File: config.mk
export PLATFORM = sky130hd
export DESIGN_NAME = phys_reg_free_list
export DESIGN_NICKNAME = d
export VERILOG_FILES = /design/src/rtl/core_types_pkg.sv /design/src/rtl/phys_reg_free_list.sv
export SDC_FILE = /design/constraint.sdc
export NUM_CORES = 1
export LEC_CHECK = 0
export BUFFER_PORTS_ARGS = -buffer_cell sky130_fd_sc_hd__buf_4
export CELL_PAD_IN_SITES_DETAIL_PLACEMENT = 1
export CELL_PAD_IN_SITES_GLOBAL_PLACEMENT = 2
export CORE_UTILIZATION = 43
export CTS_BUF_LIST = sky130_fd_sc_hd__clkbuf_8
export CTS_CLUSTER_DIAMETER = 200
export DETAILED_ROUTE_END_ITERATION = 12
export PLACE_DENSITY = 0.87
export SYNTH_ARGS = -nofsm -noshare
export SYNTH_HDL_FRONTEND = slang
export SYNTH_SLANG_ARGS = --single-unit
File: constraint.sdc
create_clock -name CLK -period 5.84 [get_ports CLK]
set_clock_uncertainty 0.05 [all_clocks]
set_input_delay 0.292 -clock CLK [delete_from_list [all_inputs] [get_ports CLK]]
set_output_delay 0.292 -clock CLK [all_outputs]
set_load 0.02 [all_outputs]
File: src/rtl/core_types_pkg.sv
// rtl/core_types_pkg.sv - shared rename-stage sizes and tag/pointer types
package core_types_pkg;
    localparam int NUM_ARCH_REGS          = 32;
    localparam int NUM_PHYS_REGS          = 64;
    localparam int PHYS_REG_WIDTH         = 6;
    localparam int FREE_LIST_DEPTH        = NUM_PHYS_REGS - NUM_ARCH_REGS;
    localparam int LOG_FREE_LIST_DEPTH    = $clog2(FREE_LIST_DEPTH);
    localparam int CHECKPOINT_COLUMNS     = 4;
    localparam int LOG_CHECKPOINT_COLUMNS = $clog2(CHECKPOINT_COLUMNS);

    typedef logic [PHYS_REG_WIDTH-1:0]         phys_reg_tag_t;
    typedef logic [LOG_CHECKPOINT_COLUMNS-1:0] checkpoint_column_t;
    typedef logic [LOG_FREE_LIST_DEPTH:0]      free_list_ptr_t;
endpackage

File: src/rtl/phys_reg_free_list.sv
// rtl/phys_reg_free_list.sv - circular free list of physical register tags
module phys_reg_free_list
    import core_types_pkg::*;
(
    input  logic                              CLK,
    input  logic                              RST,
    input  logic                              dequeue_valid,
    output logic                              dequeue_ready,
    output logic [PHYS_REG_WIDTH-1:0]         dequeue_phys_reg_tag,
    input  logic                              enqueue_valid,
    input  logic [PHYS_REG_WIDTH-1:0]         enqueue_phys_reg_tag,
    output logic                              enqueue_ready,
    input  logic                              save_valid,
    input  logic [LOG_CHECKPOINT_COLUMNS-1:0] save_column,
    input  logic                              restore_valid,
    input  logic [LOG_CHECKPOINT_COLUMNS-1:0] restore_column,
    input  logic                              revert_valid,
    output logic [LOG_FREE_LIST_DEPTH:0]      free_count
);
    phys_reg_tag_t  tags_q [FREE_LIST_DEPTH];
    free_list_ptr_t ckpt_q [CHECKPOINT_COLUMNS];
    free_list_ptr_t head_q, head_d;
    free_list_ptr_t tail_q, tail_d;
    free_list_ptr_t count;
    logic           empty, full, deq_fire, enq_fire;

    // Wrap bit makes the plain difference distinguish full from empty.
    assign count    = tail_q - head_q;
    assign empty    = (count == free_list_ptr_t'(0));
    assign full     = (count == free_list_ptr_t'(FREE_LIST_DEPTH));
    assign deq_fire = dequeue_valid && !empty;
    assign enq_fire = enqueue_valid && !full;

    assign dequeue_ready        = !empty;
    assign enqueue_ready        = !full;
    assign free_count           = count;
    assign dequeue_phys_reg_tag = tags_q[head_q[LOG_FREE_LIST_DEPTH-1:0]];

    always_comb begin
        head_d = head_q;
        if (restore_valid) begin
            head_d = ckpt_q[restore_column];
        end else if (revert_valid) begin
            if (!full) head_d = head_q - free_list_ptr_t'(1);
        end else if (deq_fire) begin
            head_d = head_q + free_list_ptr_t'(1);
        end
    end

    assign tail_d = enq_fire ? tail_q + free_list_ptr_t'(1) : tail_q;

    always_ff @(posedge CLK or posedge RST) begin
        if (RST) begin
            head_q <= '0;
            tail_q <= free_list_ptr_t'(FREE_LIST_DEPTH);
            for (int i = 0; i < FREE_LIST_DEPTH; i++) begin
                tags_q[i] <= phys_reg_tag_t'(NUM_ARCH_REGS + i);
            end
            for (int c = 0; c < CHECKPOINT_COLUMNS; c++) begin
                ckpt_q[c] <= '0;
            end
        end else begin
            head_q <= head_d;
            tail_q <= tail_d;
            if (enq_fire) begin
                tags_q[tail_q[LOG_FREE_LIST_DEPTH-1:0]] <= enqueue_phys_reg_tag;
            end
            // Save captures the post-update head, so a same-cycle restore wins.
            if (save_valid) begin
                ckpt_q[save_column] <= head_d;
            end
        end
    end
endmodule

* After elaboration in Yosys (flattened, before gate mapping)
Cells that the tools add are included.
** Word-level totals
- Register bits :: 228
- Bits of input ports :: 17
- Output and inout bits :: 14
- Word-level logic and storage cells :: 76
** Operators by class
- Add/subtract/negate cells :: 4
- $lt $le $gt $ge :: 6
- Eq/ne operators :: 1
- Multiplexer cells :: 16
- Bitwise gates (word level) :: 4
- Reduce and logical (&&, ||, !) cells :: 7
** Operators by type and width (number)
- $bwmux 192 :: 1
- $mux 6 :: 10
- $bmux 6 s5 :: 1
- $demux 6 s5 :: 1
- $bwmux 24 :: 1
- $add 6x1->6 const B :: 2
- $bmux 6 s2 :: 1
- $demux 6 s2 :: 1
- $ge 6x6->1 const B :: 2
- $not 5->6 :: 2
- $eq 6x6->1 const B :: 1
- $ge 3x3->1 const B :: 2
- $logic_not 6->1 :: 1
- $lt 6x1->1 const B :: 1
- $not 2->3 :: 2
- $sub 6x1->6 const B :: 1
- $sub 6x6->6 :: 1
- $logic_and 1x1->1 :: 4
- $lt 3x1->1 const B :: 1
- $logic_not 1->1 :: 2

* Depth between registers and ports, before layout
- Word-level depth :: 8
- Mapped depth :: 14
- Gate-level depth less buffers :: 11

* Least setup slack after synthesis
OpenSTA, ideal clock, no wires.
- Path kind :: reg-to-reg
- Start :: reg head_q[2]
- End :: reg tags_q[181] (netlist name)
- Library setup time :: 125 ps
- Data arrival time :: 3379 ps
- Required time :: 5665 ps
- Path slack :: 2286 ps
- Stages on the path, launching flop included :: 13
- Buffers on the path :: 2
- Period minus slack after synthesis :: 3554 ps
- Path through :: dfrtp_1 clkinv_1 buf_1 ha_1 nor2_1 a21oi_1 xor2_1 or4_1 nand2b_1 buf_2 nand3_2 nor2_2 mux2_2
** Between the ends
- Word-level cells in the longest chain between the ends :: 4
** Ends and longest elaborated chain
- start: declaration :: RTL line phys_reg_free_list.sv:22 : free_list_ptr_t head_q, head_d;
- start signal: assignment :: RTL line phys_reg_free_list.sv:54 : head_q <= '0;
- start signal: assignment :: RTL line phys_reg_free_list.sv:63 : head_q <= head_d;
- $sub 6x6->6 :: RTL line phys_reg_free_list.sv:28 : assign count = tail_q - head_q;
- via free_count[3] :: RTL line phys_reg_free_list.sv:18 : output logic [LOG_FREE_LIST_DEPTH:0] free_count
- $eq 6x6->1 :: RTL line phys_reg_free_list.sv:30 : assign full = (count == free_list_ptr_t'(FREE_LIST_DEPTH));
- $logic_not 1->1
- via enqueue_ready :: RTL line phys_reg_free_list.sv:12 : output logic enqueue_ready,
- $logic_and 1x1->1 :: RTL line phys_reg_free_list.sv:32 : assign enq_fire = enqueue_valid && !full;
- end signal: indexed assignment :: RTL line phys_reg_free_list.sv:57 : tags_q[i] <= phys_reg_tag_t'(NUM_ARCH_REGS + i);
- end signal: indexed assignment :: RTL line phys_reg_free_list.sv:66 : tags_q[tail_q[LOG_FREE_LIST_DEPTH-1:0]] <= enqueue_phys_reg_tag;
- end: declaration :: RTL line phys_reg_free_list.sv:20 : phys_reg_tag_t tags_q [FREE_LIST_DEPTH];
The timed path passes the listed nets, and every way through them passes these cells.
A chain may end at the register's enable or synchronous reset.

* Final worst setup path
- Start :: reg head_q[3]
- End :: reg tags_q[170] (netlist name)
** Between the ends
- Word-level cells in the longest chain between the ends :: 4
** Ends and longest elaborated chain (RTL line)
- $sub 6x6->6 :: phys_reg_free_list.sv:28
- $eq 6x6->1 :: phys_reg_free_list.sv:30
- $logic_not 1->1
- $logic_and 1x1->1 :: phys_reg_free_list.sv:32
Every way passes these cells.

==> results.cfg <==
[outcome]
outcome = complete, no violations

[sta]
fin_setup_tns_ns = 0
rsz0062_at_grt = false
worstMarginPinSlew_ns = 1.02
setup_viol_count_final = 0
hold_viol_final = 0
relSlewSlack_pct = 32.3
holdWs_ns = 0.124
period_needed_ns = 4.27
fin_crit_sh_pct = 73.1
max_freq_ghz = 0.234
slew_violations = 0

[clocking]
cts_max_level = 2
path_clk_slew_ns = 0.06
clk_latency_ns = 0.54
clock-root-buffer = clkbuf_8
cts_tree = built
cts_buffer_depth = 3
post_cts_resized = 0
cts_setup_buffers = 0
clock-sinks = 228
cts_buffers = 40

[synth]
synth.distinct_cells = 52
synth_compound_area_share_pct = 2.68
ys_top_cells_by_area = dfstp_2 27%, dfrtp_1 26%, mux2_2 14%
syn_nets = 797
ys_ff_latch = 228
syn_area_per_cell_sq_um = 14.6
yosysWarnings = 0
yosysTopAreaCell = dfstp_2
synthArstFlopShare_pct = 100
synth_top_area_share_pct = 26.5
synth-adder-area-share_pct = 1.34
synthCells = 768
synthTopCellsByCount = 143 x mux2_2, 115 x dfrtp_1, 113 x dfstp_2
synth_most_common_cell = mux2_2
synth_edf_count = 0
synth-xor-area-share_pct = 0.994
synth-simple-area-share_pct = 6.51
synth_flop_cell = dfrtp_1
synth.area.mux_share_pct = 34.1
synth_top_family_by_area = multiplexers
synth-seq-area-share_pct = 52.2
netlist_area_sq_um = 11200

[detailed_routing]
antenna_left = 0
drcViolationCount = 0
via_count = 6668
drtIter0Drc = 383
wl_per_cell_um = 23.7
viasPerCell = 5.74
drt_wl_total_mm = 27.5
drtPass1Iterations = 4

[power_and_ir_drop]
p_comb_share_pct = 39.5
powerDensity_nw_per_um2 = 579
power_switching_w = 0.00251
internal_power_w = 0.00475
switching_share_pct = 34.6
leakage_nw = 5.34
clkPwrFrac_pct = 20.2
seqPwrFrac_pct = 40.3
max-vdd-ir-drop_uv = 482

[die]
die_h_um = 163
ios = 31
num_rows = 58
initial_core_util_pct = 44.1
fp.dieW_um = 163
fp.coreArea_sq_um = 25400
die-area_sq_um = 26700

[finish]
layout-drive-gt1-share_pct = 54.5
final_nets = 828
diodes = 0
layout-area-overhead-vs-synth_pct = 11.8
post-route-util_pct = 49.3
fin_area_sq_um = 12500
fillers = 2478

[setup_path]
crit_arrival_ns = 4.64
worstPathRequired_ns = 6.22
path_class = reg2reg
worstPathMaxFanout = 16
end_kind = flop
worstSetupStartpointType = flop
r2r_cells = 10

[placed_design]
dp_hpwl_mm = 17.8
globalplace.congestion = 0.787
place_area_sq_um = 11700
portBuffers = 30

[grt]
grt_first_pass_wirelength_mm = 44.5
antenna_found_initial = 0
grt_max_degree = 187
grt_pass1_vias = 7539
overflow = 0
grt.total_usage_pct = 21.9

[hold_path]
worstHoldPathCells = 3
hold_path.class = in2reg

[flow_run]
maxCapViolCount = 0
-- worst max-delay path: stages (launching register included) --
cell and delay, ns:
dfrtp_1 0.81, inv_1 0.20, ha_1 0.40, a21o_1 0.19, or2_0 0.20, o211a_1 0.22
or4_1 0.68, nand2b_1 0.39, nand3_2 0.42, nor2_1 0.25, mux2_2 0.33
-- cell usage in the layout, fill, tap and decap left out, drive strengths merged, types with 2 or more instances in the layout --
cell,n
a211oi,2
a21oi,4
and2,5
buf,34
clkbuf,50
clkinv,4
clkinvlp,3
dfrtp,115
dfstp,113
ha,12
inv,30
mux2,193
mux2i,16
mux4,66
nand2,37
nand2b,7
nand3,10
nand3b,7
nor2,46
nor2b,4
nor3,4
o211a,2
o21ai,25
o22ai,3
o31ai,4
or2,3
or3,3
or4,3
xnor2,7
xor2,3
-- power by group through the flow --
stage	registers (W)	clock network, W	logic, W
after floorplan	0.00271	0	0.00216
after global routing	0.00301	0.00158	0.00309
after global placement	0.00285	0	0.00275
final	0.00293	0.00147	0.00286
after CTS	0.00292	0.00151	0.00289
after detailed placement	0.00294	0	0.00288
-- cell type report --
class,instances,area (sq um),area share [%]
Sequential cell,228,5850,46.7
Multi-Input combinational cell,480,5110,40.8
Clock buffer,50,688,5.49
Tap cell,330,413,3.30
Timing Repair Buffer,35,278,2.22
Clock inverter,24,126,1.01
Inverter,14,56.3,0.450
-- path summary, 6_finish.rpt --
check | start | to | slack, ns
min | enqueue_valid | tail_q[0] | 0.12
max | head_q[3] | tags_q[170] | 1.57
max in group asynchronous | RST | head_q[0] | 3.66
max reg2reg | head_q[3] | tags_q[170] | 1.57
min reg2reg | ckpt_q[12] | ckpt_q[12] | 0.43
min in group asynchronous | RST | tags_q[174] | 0.47
-- state kept, by name (all words and copies together) (netlist names) --
register	flops
tail_q	6
head_q	6
ckpt_q	24
tags_q	192
-- metrics by stage --
stage | total power [W] | setup slack [ns] | cells
2_1_floorplan | 0.00487 | 2.29 | 768
3_3_place_gp | 0.00561 | 1.73 | 1086
3_5_place_dp | 0.00582 | 1.58 | 1086
4_1_cts | 0.00733 | 1.57 | 1161
5_1_grt | 0.00767 | 1.28 | 1161
6_report | 0.00726 | 1.57 | 1161
-- cell families after synthesis --
logic type      Yosys count
mux                     275
flops                   228
simple gates            133
buf+inv                  60
compound gates           49
fa+ha+maj                12
xor+xnor                 11
-- timing repair --
| action | CTS | global route |
|---|---|---|
| hold endpoints to repair | 33 | 0 |
| setup endpoints to repair | 0 | 0 |
| hold buffers | 1 | 0 |
-- routing by layer --
metal	global-route usage, %	vias up	share of wire (%)
li1	-	2890	-
met1	30.0	3594	45
met3	3.45	47	3.8
met2	35.7	137	50
met4	6.63	0	2.1
met5	0	-	0
Power figures use the tool's default switching activity.
